<file path="config.mk">
export PLATFORM = sky130hd
export DESIGN_NAME = regfile_write_buffer
export DESIGN_NICKNAME = d
export VERILOG_FILES = /design/src/rtl/regfile_write_buffer.sv
export SDC_FILE = /design/constraint.sdc
export NUM_CORES = 1
export LEC_CHECK = 0
export ABC_AREA = 1
export CORE_MARGIN = 3
export CORE_UTILIZATION = 49
export DETAILED_ROUTE_END_ITERATION = 10
export PLACE_DENSITY_LB_ADDON = 0.1
export SKIP_CTS_REPAIR_TIMING = 1
export SYNTH_ARGS = -nofsm -noshare
export SYNTH_HDL_FRONTEND = slang
export SYNTH_SLANG_ARGS = --single-unit
</file>
<file path="constraint.sdc">
create_clock -name clk -period 1.9 [get_ports clk]
set_input_delay 0.38 -clock clk [delete_from_list [all_inputs] [get_ports clk]]
set_output_delay 0.38 -clock clk [all_outputs]
set_load 0.01 [all_outputs]
</file>
<file path="src/rtl/regfile_write_buffer.sv">
// -----------------------------------------------------------------------------
// regfile_write_buffer
//   Write-side initiator for the 32x32 register file. Write requests from
//   pipeline writeback are queued in a small FIFO and drained to the register
//   file's single write port at one per cycle through a registered output
//   stage (wb_en/wb_reg/wb_data). The register file captures on the negedge
//   that follows the posedge where wb_en is set.
//
//   Requests addressed to register 0 complete their handshake but are dropped,
//   so register 0 is never written through this block.
//
//   Optional feature macro: WB_BYPASS_EN
//     defined   : combinational lookup of pending data (FIFO + output stage),
//                 youngest matching entry wins.
//     undefined : lk_* inputs ignored, lk_hit*/lk_data* tied to zero.
//
// Ports
//   clk                   clock, all state updates on posedge
//   rst_n                 asynchronous active-low reset
//   in_valid/in_ready     request handshake (in_ready depends on state only)
//   in_reg/in_data        destination register / data of the request
//   wb_en/wb_reg/wb_data  registered register-file write port
//   count                 FIFO entries pending, excluding the output stage
//   lk_reg1/lk_reg2       bypass lookup addresses
//   lk_hit1/lk_hit2       a pending write to lk_regN exists
//   lk_data1/lk_data2     youngest pending data for lk_regN
// -----------------------------------------------------------------------------
module regfile_write_buffer #(
    parameter int DEPTH  = 4,
    parameter int DATA_W = 32,
    parameter int ADDR_W = 5
) (
    input  logic                       clk,
    input  logic                       rst_n,
    input  logic                       in_valid,
    output logic                       in_ready,
    input  logic [ADDR_W-1:0]          in_reg,
    input  logic [DATA_W-1:0]          in_data,
    output logic                       wb_en,
    output logic [ADDR_W-1:0]          wb_reg,
    output logic [DATA_W-1:0]          wb_data,
    output logic [$clog2(DEPTH):0]     count,
    input  logic [ADDR_W-1:0]          lk_reg1,
    input  logic [ADDR_W-1:0]          lk_reg2,
    output logic                       lk_hit1,
    output logic                       lk_hit2,
    output logic [DATA_W-1:0]          lk_data1,
    output logic [DATA_W-1:0]          lk_data2
);

    localparam int PW = $clog2(DEPTH);
    localparam int CW = $clog2(DEPTH) + 1;

    logic [ADDR_W-1:0] mem_reg_r  [DEPTH];
    logic [DATA_W-1:0] mem_data_r [DEPTH];
    logic [PW-1:0]     rd_ptr_r;
    logic [PW-1:0]     wr_ptr_r;
    logic [CW-1:0]     count_r;
    logic              wb_en_r;
    logic [ADDR_W-1:0] wb_reg_r;
    logic [DATA_W-1:0] wb_data_r;

    logic              in_ready_s;
    logic              push_s;
    logic              pop_s;

    // Full is judged from the stored count only; a same-cycle pop never
    // opens the door for a push when the FIFO is full.
    assign in_ready_s = (count_r != CW'(DEPTH));
    // Register-0 requests are consumed by the handshake but never stored.
    assign push_s     = in_valid && in_ready_s && (in_reg != {ADDR_W{1'b0}});
    assign pop_s      = (count_r != {CW{1'b0}});

    // FIFO storage, pointers, occupancy and the registered write-port stage.
    always_ff @(posedge clk or negedge rst_n) begin
        if (!rst_n) begin
            for (int i = 0; i < DEPTH; i++) begin
                mem_reg_r[i]  <= {ADDR_W{1'b0}};
                mem_data_r[i] <= {DATA_W{1'b0}};
            end
            rd_ptr_r  <= {PW{1'b0}};
            wr_ptr_r  <= {PW{1'b0}};
            count_r   <= {CW{1'b0}};
            wb_en_r   <= 1'b0;
            wb_reg_r  <= {ADDR_W{1'b0}};
            wb_data_r <= {DATA_W{1'b0}};
        end else begin
            if (push_s) begin
                mem_reg_r[wr_ptr_r]  <= in_reg;
                mem_data_r[wr_ptr_r] <= in_data;
                wr_ptr_r             <= wr_ptr_r + {{(PW-1){1'b0}}, 1'b1};
            end
            if (pop_s) begin
                wb_en_r   <= 1'b1;
                wb_reg_r  <= mem_reg_r[rd_ptr_r];
                wb_data_r <= mem_data_r[rd_ptr_r];
                rd_ptr_r  <= rd_ptr_r + {{(PW-1){1'b0}}, 1'b1};
            end else begin
                // Address/data hold so the port stays quiet between writes.
                wb_en_r   <= 1'b0;
            end
            case ({push_s, pop_s})
                2'b10:   count_r <= count_r + {{(CW-1){1'b0}}, 1'b1};
                2'b01:   count_r <= count_r - {{(CW-1){1'b0}}, 1'b1};
                default: count_r <= count_r;
            endcase
        end
    end

    assign in_ready = in_ready_s;
    assign wb_en    = wb_en_r;
    assign wb_reg   = wb_reg_r;
    assign wb_data  = wb_data_r;
    assign count    = count_r;

`ifdef WB_BYPASS_EN
    logic [DATA_W:0] lk1_s;
    logic [DATA_W:0] lk2_s;

    // Returns {hit, data}. Entries are scanned oldest to youngest (output
    // stage, then head .. tail) so the last match is the youngest one.
    function automatic logic [DATA_W:0] lookup(input logic [ADDR_W-1:0] key);
        logic [DATA_W:0] res;
        logic [PW-1:0]   idx;
        res = {(DATA_W+1){1'b0}};
        if (key != {ADDR_W{1'b0}}) begin
            if (wb_en_r && (wb_reg_r == key)) begin
                res = {1'b1, wb_data_r};
            end else begin
                res = {(DATA_W+1){1'b0}};
            end
            for (int i = 0; i < DEPTH; i++) begin
                idx = rd_ptr_r + PW'(i);
                if ((CW'(i) < count_r) && (mem_reg_r[idx] == key)) begin
                    res = {1'b1, mem_data_r[idx]};
                end else begin
                    res = res;
                end
            end
        end else begin
            res = {(DATA_W+1){1'b0}};
        end
        return res;
    endfunction

    // Bypass lookups for both read ports.
    always_comb begin
        lk1_s = lookup(lk_reg1);
        lk2_s = lookup(lk_reg2);
    end

    assign lk_hit1  = lk1_s[DATA_W];
    assign lk_data1 = lk1_s[DATA_W-1:0];
    assign lk_hit2  = lk2_s[DATA_W];
    assign lk_data2 = lk2_s[DATA_W-1:0];
`else
    logic unused_lk_s;
    assign unused_lk_s = ^{lk_reg1, lk_reg2};
    assign lk_hit1     = 1'b0;
    assign lk_hit2     = 1'b0;
    assign lk_data1    = {DATA_W{1'b0}};
    assign lk_data2    = {DATA_W{1'b0}};
`endif

endmodule

</file>
==> flow_results.org <==
** Status
- The flow ran to the end, and the final reports show no timing, DRC or antenna violations.

** Min path
- Hold Path Class :: input port to flip-flop
- Worst hold path stage count :: 4
- For hold timing, the worst endpoint is mem_reg_r[11].
- Worst hold start :: in_reg[1]

** Placed design
- The wire-length estimate of the detail-placed layout is 15600 um.
- Including well taps, the total number of placed cells is 1517.
- Port buffering added 81 buffers.
- Weighted congestion at the end of routability-driven global placement :: 0.804
- Timing analysis after detailed placement gives a worst setup slack of -0.326 ns.

** Global route
- Number of antenna violations at the first check in global routing :: 0
- Total routing usage reported by global routing :: 24.0%
- The number of global-route vias before repair is 7897.
- First-pass GRT wire length :: 41900 um
- Entering global routing, the biggest net connects 73 pins.
- Summed over all layers, the global routing overflow is 0.

** Layout
- The register with the most flip-flops in the layout has 128 of them.
- Counting flops per register, the top entry is mem_data_r.
- Final layout net count :: 1335
- Fill count :: 1763
- Syn-to-layout area delta :: 18.8%
- Ant diodes :: 0
- Count of non-filler cells in the finished layout :: 1551
- Share of cells above drive strength 1 :: 8.44%

** Floorplanning
- For this configuration, the core starts out at a cell density of 50.6%.
- Floorplan row count :: 50
- Measured along the x axis, the die boundary spans 146 um.
- Vertical die dimension :: 146 um
- Total core area :: 0.0190 sq mm
- The die covers 0.0213 sq mm.
- During I/O placement, the number of pins put on the boundary was 158.

** Clocking
- Root buffer cell :: clkbuf_16
- Clock latency on the worst-skew pair, taken at its later pin, is 0.43 ns.
- Deepest level of the CTS H-tree :: 4
- The clock passes through at most 2 buffers.
- The number of clock buffers added by TritonCTS is 17.
- Clock tree synthesis found a total of 193 sinks.
- Clock slew seen by the registers of the worst setup and hold paths :: 0.07 ns
- TritonCTS built the clock tree.

** Critical path
- The number of cells on the worst reg-to-reg path is 9.
- Traced cell by cell, the critical path runs through clkdlybuf4s50_1.
- In this run the number of cells on the critical path is 1.
- End of the worst register-to-register path :: count[2]
- Critical register-to-register path startpoint :: count[1]
- Arrival time reported for the critical path endpoint :: 1.42 ns
- Slowest stage cell, crit path :: clkdlybuf4s50_1
- In this run the worst path has a maximum fanout of 4.
- Critical path endpoint category :: output port
- Critical path's largest stage delay :: 0.57 ns
- The worst setup path is launched from a flip-flop.
- Worst reg2reg setup slack :: 0.11 ns
- The number of buffers and inverters on the critical path is 1.
- Worst setup path class :: flip-flop to output port
- Among cell families on the critical path, the largest total delay comes from buffers and inverters.
- At the worst endpoint, the required time is 1.52 ns.

** Timing
- Maximum clock rate :: 557 MHz
- Fin. max-slew vios :: 0
- Post-route setup slack :: 0.104 ns
- For the final routed database, the setup TNS stands at 0 ns.
- Setup violations remaining at the end of the flow were counted as 0.
- The smallest clock period supported by the final layout is computed as 1.80 ns.
- Setup Skew :: 0.0105 ns
- The final critical path takes up 94.5% of the cycle.
- Number of hold-slack violations in the final timing report :: 0

** Synthesis
- Number of cells produced by synthesis :: 1212
- Portion of the post-synthesis area used by sequential elements :: 50.3%
- The synthesized netlist occupies a cell area of 0.00960 sq mm.
- During synthesis, Yosys emitted a total of 0 warnings.
- Each instance of the synthesized netlist takes up on average 7.92 sq um.
- The synthesized netlist contains 24 unique library cells.
- The synthesized design contains 193 register bits.

** Drt
- The first routing iteration left 615 violations.
- The count of nets left with antenna violations once routing finished came out at 0.
- The routed design has 25400 um of wire.
- TritonRoute pass-1 iters :: 5
- Average detailed-routed wire length per instance :: 16.4 um
- Vias per std cell :: 5.33
- Number of design rule violations left after detail routing :: 0
- Detailed-route via count :: 8265

** Power
- Standby leakage power :: 5.90 nW
- Largest voltage drop on the vdd net :: 0.000963 V
- PD cells :: 1760 mW/mm^2

** Flow run
- Number of maximum-capacitance violations :: 0
==> cell type report <==
cell class              instances  area [sq um]  area share, %
flip-flops and latches        193          4830           42.4
multi-input cells             914          4080           35.7
repair buffers                143          1480           13.0
clock buffers                  19           443           3.89
well taps                     260           325           2.85
clock inverters                12           205           1.80
inverters                      10          37.5          0.329
==> how the worst max path moves through the flow <==
stage                         start       end  slack [ns]
after floorplan            count[0]  count[2]       -0.03
after global placement    in_reg[1]  count[2]       -0.29
after detailed placement  in_reg[1]  count[2]       -0.33
after CTS                  count[1]  in_ready       -0.17
after global routing       count[1]  count[2]      -0.002
final                      count[2]  count[2]        0.10
==> where the power goes <==
| group | total, mW | switching, mW | internal, mW |
|---|---|---|---|
| Clock | 3.98 | 1.60 | 2.38 |
| Sequential | 7.06 | 1.00 | 6.06 |
| Combinational | 9.05 | 5.52 | 3.53 |
| Total | 20.1 | 8.12 | 12.0 |
==> logic make-up after synthesis <==
family,after synthesis,synth area share (%)
and+or+nand+nor,761,34.3
DFF,193,50.3
buffers and inverters,170,10.1
AOI/OAI and AO/OA,77,4.05
adders and majority gates,6,0.860
xor gates and xnor gates,4,0.365
other,1,0.0391
==> metal layers <==
layer	share of wire [%]	wire, um	track usage (%)
met2	47	12000	38.5
met4	1.6	399	7.22
met5	0	0	0
met1	46	11600	33.8
met3	5.7	1440	3.99
==> Yosys cell counts <==
master	instances	share of area, %
or2_2	1	0.065
o21ai_1	36	1.9
nand3_1	2	0.10
nor2_2	1	0.065
nand3b_1	1	0.078
xnor2_1	1	0.091
buf_2	57	3.0
ha_1	5	0.65
dfrtp_1	193	50
nand3_4	4	0.73
inv_2	2	0.078
conb_1	1	0.039
fa_1	1	0.21
clkbuf_1	33	1.3
buf_4	68	5.3
nand4_1	148	9.6
buf_1	2	0.078
nor2_1	150	5.9
o21ai_0	39	2.0
nand2_1	454	18
a21oi_2	1	0.091
xor2_1	3	0.27
a21oi_1	1	0.052
inv_1	8	0.31
==> stage by stage <==
stage                     util [%]  power, mW  hold WS (ns)  area [sq um]
after detailed placement      56.5       16.2         0.370         10700
after CTS                     59.9       20.2       -0.0909         11400
after global placement        56.5       15.9         0.372         10700
final                         60.1       20.1         0.369         11400
after global routing          60.1       21.8         0.395         11400
after floorplan                  -       12.7        0.0844          9860
==> cell usage in the layout (no fill, tap or decap), types with 2 or more instances in the layout <==
cell,n
conb_1,66
inv_2,3
inv_1,7
o21ai_0,39
ha_1,4
nand2_1,451
nand3_1,2
o21ai_1,36
nor2_1,150
buf_12,15
dfrtp_1,191
inv_6,3
clkdlybuf4s50_1,75
buf_4,46
clkinvlp_4,2
clkbuf_8,2
clkbuf_16,17
bufinv_16,5
dfrtp_2,2
nand2_2,3
nand3_4,4
dlymetal6s2s_1,5
xor2_1,3
nand4_1,148
Note: power is estimated with default switching activity, not from simulation.
